--- src/rtl/queue_serializer.sv ---
// Pops one word per frame from a registered-output queue and sends it as start/LSB-first data/stop.
// Queue empty or en_i low holds the line at mark in IDLE; an active frame always completes.
module queue_serializer #(
  parameter int DATA_BITS = 8,
  parameter int DIV_BITS  = 16
) (
  input  logic                 clk_i,
  input  logic                 reset_i,
  input  logic                 en_i,
  input  logic [DIV_BITS-1:0]  baud_div_i,
  input  logic                 q_empty_i,
  input  logic [DATA_BITS-1:0] q_dat_i,
  output logic                 q_pop_o,
  output logic                 q_oe_o,
  output logic                 txd_o,
  output logic                 busy_o
);

  localparam int CNT_W = $clog2(DATA_BITS) + 1;

  localparam logic [2:0] IDLE  = 3'd0;
  localparam logic [2:0] FETCH = 3'd1;
  localparam logic [2:0] LOAD  = 3'd2;
  localparam logic [2:0] START = 3'd3;
  localparam logic [2:0] DATA  = 3'd4;
  localparam logic [2:0] STOP  = 3'd5;

  logic [2:0]           state;
  logic [DIV_BITS-1:0]  div_q;
  logic [DIV_BITS-1:0]  div_cnt;
  logic [CNT_W-1:0]     bit_cnt;
  logic [DATA_BITS-1:0] shift;
  logic [DATA_BITS-1:0] shift_nxt;
  logic                 txd_q;
  logic                 bit_end;

  assign bit_end   = (div_cnt == '0);
  assign shift_nxt = shift >> 1;

  // txd_q is loaded together with the state change, so the line level always matches the state.
  always_ff @(posedge clk_i) begin
    if (reset_i) begin
      state   <= IDLE;
      div_q   <= '0;
      div_cnt <= '0;
      bit_cnt <= '0;
      shift   <= '0;
      txd_q   <= 1'b1;
    end else begin
      case (state)
        IDLE: begin
          txd_q <= 1'b1;
          if (en_i && !q_empty_i) begin
            state <= FETCH;
            div_q <= baud_div_i;
          end
        end
        FETCH: state <= LOAD;
        LOAD: begin
          shift   <= q_dat_i;
          bit_cnt <= '0;
          div_cnt <= div_q;
          txd_q   <= 1'b0;
          state   <= START;
        end
        START: begin
          if (bit_end) begin
            div_cnt <= div_q;
            txd_q   <= shift[0];
            state   <= DATA;
          end else begin
            div_cnt <= div_cnt - DIV_BITS'(1);
          end
        end
        DATA: begin
          if (bit_end) begin
            div_cnt <= div_q;
            shift   <= shift_nxt;
            if (bit_cnt == CNT_W'(DATA_BITS - 1)) begin
              txd_q <= 1'b1;
              state <= STOP;
            end else begin
              bit_cnt <= bit_cnt + CNT_W'(1);
              txd_q   <= shift_nxt[0];
            end
          end else begin
            div_cnt <= div_cnt - DIV_BITS'(1);
          end
        end
        STOP: begin
          if (bit_end) begin
            state <= IDLE;
          end else begin
            div_cnt <= div_cnt - DIV_BITS'(1);
          end
        end
        default: begin
          state <= IDLE;
          txd_q <= 1'b1;
        end
      endcase
    end
  end

  assign q_pop_o = (state == FETCH);
  assign q_oe_o  = (state == FETCH);
  assign busy_o  = (state != IDLE);
  assign txd_o   = txd_q;

endmodule

--- config.mk ---
export PLATFORM = sky130hd
export DESIGN_NAME = queue_serializer
export DESIGN_NICKNAME = d
export VERILOG_FILES = /design/src/rtl/queue_serializer.sv
export SDC_FILE = /design/constraint.sdc
export NUM_CORES = 1
export LEC_CHECK = 0
export ABC_AREA = 1
export CORE_MARGIN = 2
export CORE_UTILIZATION = 45
export DETAILED_ROUTE_END_ITERATION = 10
export DONT_BUFFER_PORTS = 1
export SLEW_MARGIN = 20
export SYNTH_ARGS = -nofsm -noshare
export SYNTH_HDL_FRONTEND = slang
export SYNTH_SLANG_ARGS = --single-unit
--- constraint.sdc ---
create_clock -name clk_i -period 3.4 [get_ports clk_i]
set_input_delay 0.34 -clock clk_i [delete_from_list [all_inputs] [get_ports clk_i]]
set_output_delay 0.34 -clock clk_i [all_outputs]
set_load 0.005 [all_outputs]
* Word-level counts from Yosys, hierarchy flattened
Cells that the tools add are included. W data, S select, Z words.
Storage, ports and cells: input port bits 28, flip-flop bits (word level) 48, word-level logic and storage cells 55
Operators by class: $add $sub $neg 2, muxes and demuxes 18, reductions and logical operators 15, equality and inequality tests 13, bitwise operators 1
Operators by type and width (number):
- $pmux W16 S3 | 1
- $mux W16 | 2
- $pmux W3 S6 | 1
- $logic_not A16 Y1 | 1
- $pmux W8 S2 | 1
- $sub A16 B1 Y16 const B | 1
- $mux W3 | 5
- $ne A2 B2 Y1 const B | 7
- $mux W4 | 2
- $mux W8 | 1
- $pmux W4 S2 | 1
- $eq A3 B2 Y1 const B | 2
- $eq A3 B3 Y1 const B | 2
- $reduce_and A2 Y1 | 3
- $reduce_and A3 Y1 | 2
- $reduce_bool A3 Y1 | 2
- $reduce_and A5 Y1 | 1
- $add A4 B1 Y4 const B | 1
- $eq A4 B3 Y1 const B | 1
- $pmux W1 S4 | 1
- $reduce_or A2 Y1 | 2
- $eq A3 B1 Y1 const B | 1
- $logic_not A3 Y1 | 1
- $mux W1 | 3
- other kinds (4) | 4

* Logic depth before layout (Yosys ltp)
word-level depth 4, depth in mapped cells 12

* Worst setup path after synthesis
No wires, ideal clock.
path type register to register, start register div_cnt[0], end register txd_q, in the netlist txd_o, slack 1938 ps, setup time 118 ps, buffers on the path 2, cell stages (with the launch flop) 12, clock period less this slack 1462 ps, data arrival time 1344 ps, cells stage by stage dfxtp_1 -> inv_1 -> ha_1 -> nand3_1 -> nor2_1 -> nand2_2 -> nand2_2 -> buf_6 -> buf_12 -> nand2_2 -> a21oi_2 -> o21ai_1
Between the ends: cells in the longest elaborated chain, start to end 3, elaborated cells on any way between the ends 4, those cells by class 2 x eq/ne; 2 x reduce/logical
Ends and longest elaborated chain:
- from (decl) | RTL line 30 | logic [DIV_BITS-1:0] div_cnt;
- from (signal assigned) | RTL line 62 | div_cnt <= div_q;
- from (signal assigned) | RTL line 68 | div_cnt <= div_q;
- from (signal assigned) | RTL line 72 | div_cnt <= div_cnt - DIV_BITS'(1);
- $logic_not A16 Y1 * | RTL line 37 | assign bit_end = (div_cnt == '0);
- $ne A2 B2 Y1 (no source line)
- $reduce_and A3 Y1 (no source line) *
- to (signal assigned) | RTL line 69 | txd_q <= shift[0];
- to (signal assigned) | RTL line 84 | txd_q <= shift_nxt[0];
- to (decl) | RTL line 34 | logic txd_q;
Every way passes the cells marked *; elsewhere a longest branch is shown, timed or not. A chain may end at the register's enable or synchronous reset.

* Worst setup path after layout
start register state[0], end register div_cnt[9]
Between the ends: cells in the longest elaborated chain, start to end 4, elaborated cells on any way between the ends 9, those cells by class 5 x eq/ne; 1 x mux; 3 x reduce/logical
Ends and longest elaborated chain:
- from (decl) | RTL line 28 | logic [2:0] state;
- from (signal assigned) | RTL line 43 | state <= IDLE;
- from (signal assigned) | RTL line 54 | state <= FETCH;
- from (signal assigned) | RTL line 58 | FETCH: state <= LOAD;
- $eq A3 B3 Y1 or $eq A3 B2 Y1 (tied branches) | RTL line 50 | case (state)
- $reduce_or A2 Y1 (no source line)
- $reduce_bool A3 Y1 (no source line)
- $reduce_and A2 Y1 (no source line)
Several ways; a longest one is shown, not always the timed one.

==> metrics.json <==
{
  "design_power_total_mw": 3.074,
  "cts.reportedPaths.clkPinSlew_ns": 0.09,
  "drt_first_iter_violations": 133,
  "io_pins": 32,
  "num_rows": 28,
  "worst_skew_pair.late_latency_ns": 0.30,
  "htreeDepth": 2,
  "cts_resized": 0,
  "synth_edf_count": 0,
  "rsz0062_at_grt": "no",
  "maxSlewHeadroom_pct": 35.69,
  "report.final.hold_viol_count": 0,
  "die-area_um2": 6911,
  "timing.final.max_slew_violations": 0,
  "tritoncts.num_buffers": 5,
  "synth.cell_area_um2": 2818,
  "synth_compound_area_share_pct": 8.215,
  "vdd.ir_drop.worst_mv": 0.3403,
  "wirelength_um": 6371,
  "final_critical_path_setup_slack_ns": 0.9988,
  "synth.ff_latch_count": 48,
  "number_of_global_route_vias_before_repair": 2374,
  "die_width_um": 83.13,
  "asyncSetResetFlopFracSynth_pct": 0,
  "grt_remaining_overflow": 0,
  "layout_commonest_cell": "nand2_1",
  "antenna_cells": 0,
  "route.vias.total": 2607,
  "cts_hold_repair.buffers": 0,
  "routabilityCongestion": 0.7966,
  "worstPathCellList": "nor2_2, nand2_2, nand2_2, nor2_2, nand2_1, o21ai_0, nor2_1",
  "setup-tns-final_ns": 0,
  "final_cell_mix": "109 x nand2_1, 95 x nor2_1, 50 x nand3_1",
  "number_of_max_cap_violations": 0,
  "yosys.cell_types.count": 29,
  "numPlacedInstances": 514,
  "setup-violations-final": 0,
  "outcome": "finished, final reports clean",
  "fillerInstances": 638,
  "cp_arrival_ns": 2.60,
  "clock-root-buffer": "clkbuf_8",
  "layoutNonFillerInstCount": 522,
  "syn-num-nets": 485,
  "port-buffer-count": 0,
  "final_layout_size_suffix_gt1_share_pct": 7.830,
  "die_h_um": 83.13,
  "synth_flop_cell": "dfxtp_1",
  "cp.required_ns": 3.60,
  "path_buf_inv": 0,
  "warning_count_from_the_yosys_run": 0,
  "synth_simple_gate_area_share_pct": 42.36,
  "clock.fmax_mhz": 416.5,
  "max_slew.worst_pin.slew_ns": 0.9587,
  "min_period_over_period_pct": 70.62,
  "synth_sequential_area_ratio_pct": 34.10,
  "initial_utilization_pct": 47.03,
  "post_synth.cell_area_avg_um2": 6.206,
  "drt_pass1_iterations": 5,
  "globalRouteTotalUtil_pct": 18.85,
  "longest_clk_path_bufs": 2,
  "post-route-min-period_ns": 2.401,
  "postCtsSetupBuffers": 0,
  "synth_mux_area_share_pct": 0,
  "place_worst_setup_slack_ns": 1.004,
  "ant_nets": 0,
  "timing.clock.skew_ns": 0.006882,
  "grt_pass1_wl_um": 10920,
  "clock_tree_from_tritoncts": "built",
  "post_drt_wl_per_cell_um": 12.20,
  "synthCells": 454,
  "cp_slowest_stage_delay_ns": 0.56,
  "critical_path.top_delay_family": "simple AND/OR/NAND/NOR gates",
  "p_per_area_nw_per_um2": 1060,
  "p_leak_nw": 1.476,
  "placeableCoreArea_um2": 5991,
  "detail_route.vias_per_cell": 4.994,
  "initial_antenna_violation_count": 0,
  "layout.nets": 477,
  "dp.final_hpwl_um": 4538,
  "drc": 0,
  "crit_path_max_fanout": 21,
  "min-delay-path-class": "in2reg",
  "grt_max_degree": 37,
  "worstSetupStartpointType": "flip-flop",
  "adder_cell_share_of_the_synthesized_area_pct": 1.332,
  "yosys.area_share.xor_xnor_pct": 2.487,
  "area_growth_pct": 2.886,
  "setup.worst_path.class": "reg2reg",
  "cpMaxStageDelayCell": "nand2_1",
  "synth_top_family_by_area": "simple AND/OR/NAND/NOR gates",
  "postLayoutCoreUtil_pct": 48.39,
  "cts_num_sinks": 48,
  "critical_path.endpoint_type": "flip-flop"
}
-- layer usage --
| layer | share of wire, % | vias to the layer above | track usage (%) |
|---|---|---|---|
| li1 | - | 1396 | - |
| met1 | 52 | 1155 | 26.39 |
| met2 | 43 | 51 | 29.55 |
| met3 | 4.3 | 5 | 3.877 |
| met4 | 0.96 | 0 | 5.067 |
| met5 | 0 | - | 0 |
-- synthesized netlist by cell type (all sizes together), types with 3 or more instances --
cell	instances	share of area, %
xor2	7	2.2
clkbuf	4	0.53
nor2	105	15
nand2	117	16
nor3	3	0.71
buf	12	3.5
nand3	50	8.9
o21bai	5	1.3
inv	55	7.3
dfxtp	48	34
ha	3	1.3
a21oi	9	1.7
o21ai	29	5.2
-- registers in the layout, summed over array words and instances, names as in the netlist --
signal	count
div_cnt	16
div_q	16
shift	8
bit_cnt	4
txd_o	1
state	3
-- worst reg2reg max path: cells and delay by family (launching register included) --
family,cells,cell delay [ns]
simple gates,6,1.54
flops,1,0.42
compound gates,1,0.33
-- through the flow --
step | instance area (um2) | hold slack, ns
CTS | 2899 | 0.08540
floorplan | 2818 | 0.4393
global route | 2899 | 0.08029
global placement | 2805 | 0.4109
detailed placement | 2805 | 0.4125
finish | 2899 | 0.08650
-- final timing paths --
path | startpoint | to | slack [ns] | depth (start not counted)
hold reg to reg | div_q[1] | div_q[1] | 0.47 | 2
setup reg to reg | state[0] | div_cnt[9] | 1.0 | 7
setup / recovery | state[0] | div_cnt[9] | 1.0 | 7
hold / removal | reset_i | bit_cnt[1] | 0.09 | 1
-- final cells by class --
class	instances	area (um2)	area share, %
Sequential cell	48	960.9	33.15
Clock buffer	7	86.33	2.978
Inverter	56	210.2	7.251
Timing Repair Buffer	1	7.507	0.2590
Tap cell	75	93.84	3.237
Clock inverter	1	7.507	0.2590
Multi-Input combinational cell	334	1533	52.87
-- cell families (layout without fill, tap and decap cells) --
kind of cell,Yosys count,after routing
buffers and inverters,72,65
AOI/OAI and AO/OA,43,43
DFF,48,48
and+or+nand+nor,280,280
adders and majority gates,3,3
xor gates and xnor gates,8,8
-- where the power goes --
group | leakage [nW] | switching (mW) | total (mW) | internal, mW
sequential | 0.393 | 0.160 | 0.904 | 0.744
combinational | 1.04 | 1.19 | 1.80 | 0.616
clock | 0.0445 | 0.200 | 0.366 | 0.166
total | 1.48 | 1.55 | 3.07 | 1.53
Power figures use the tool's default switching activity.
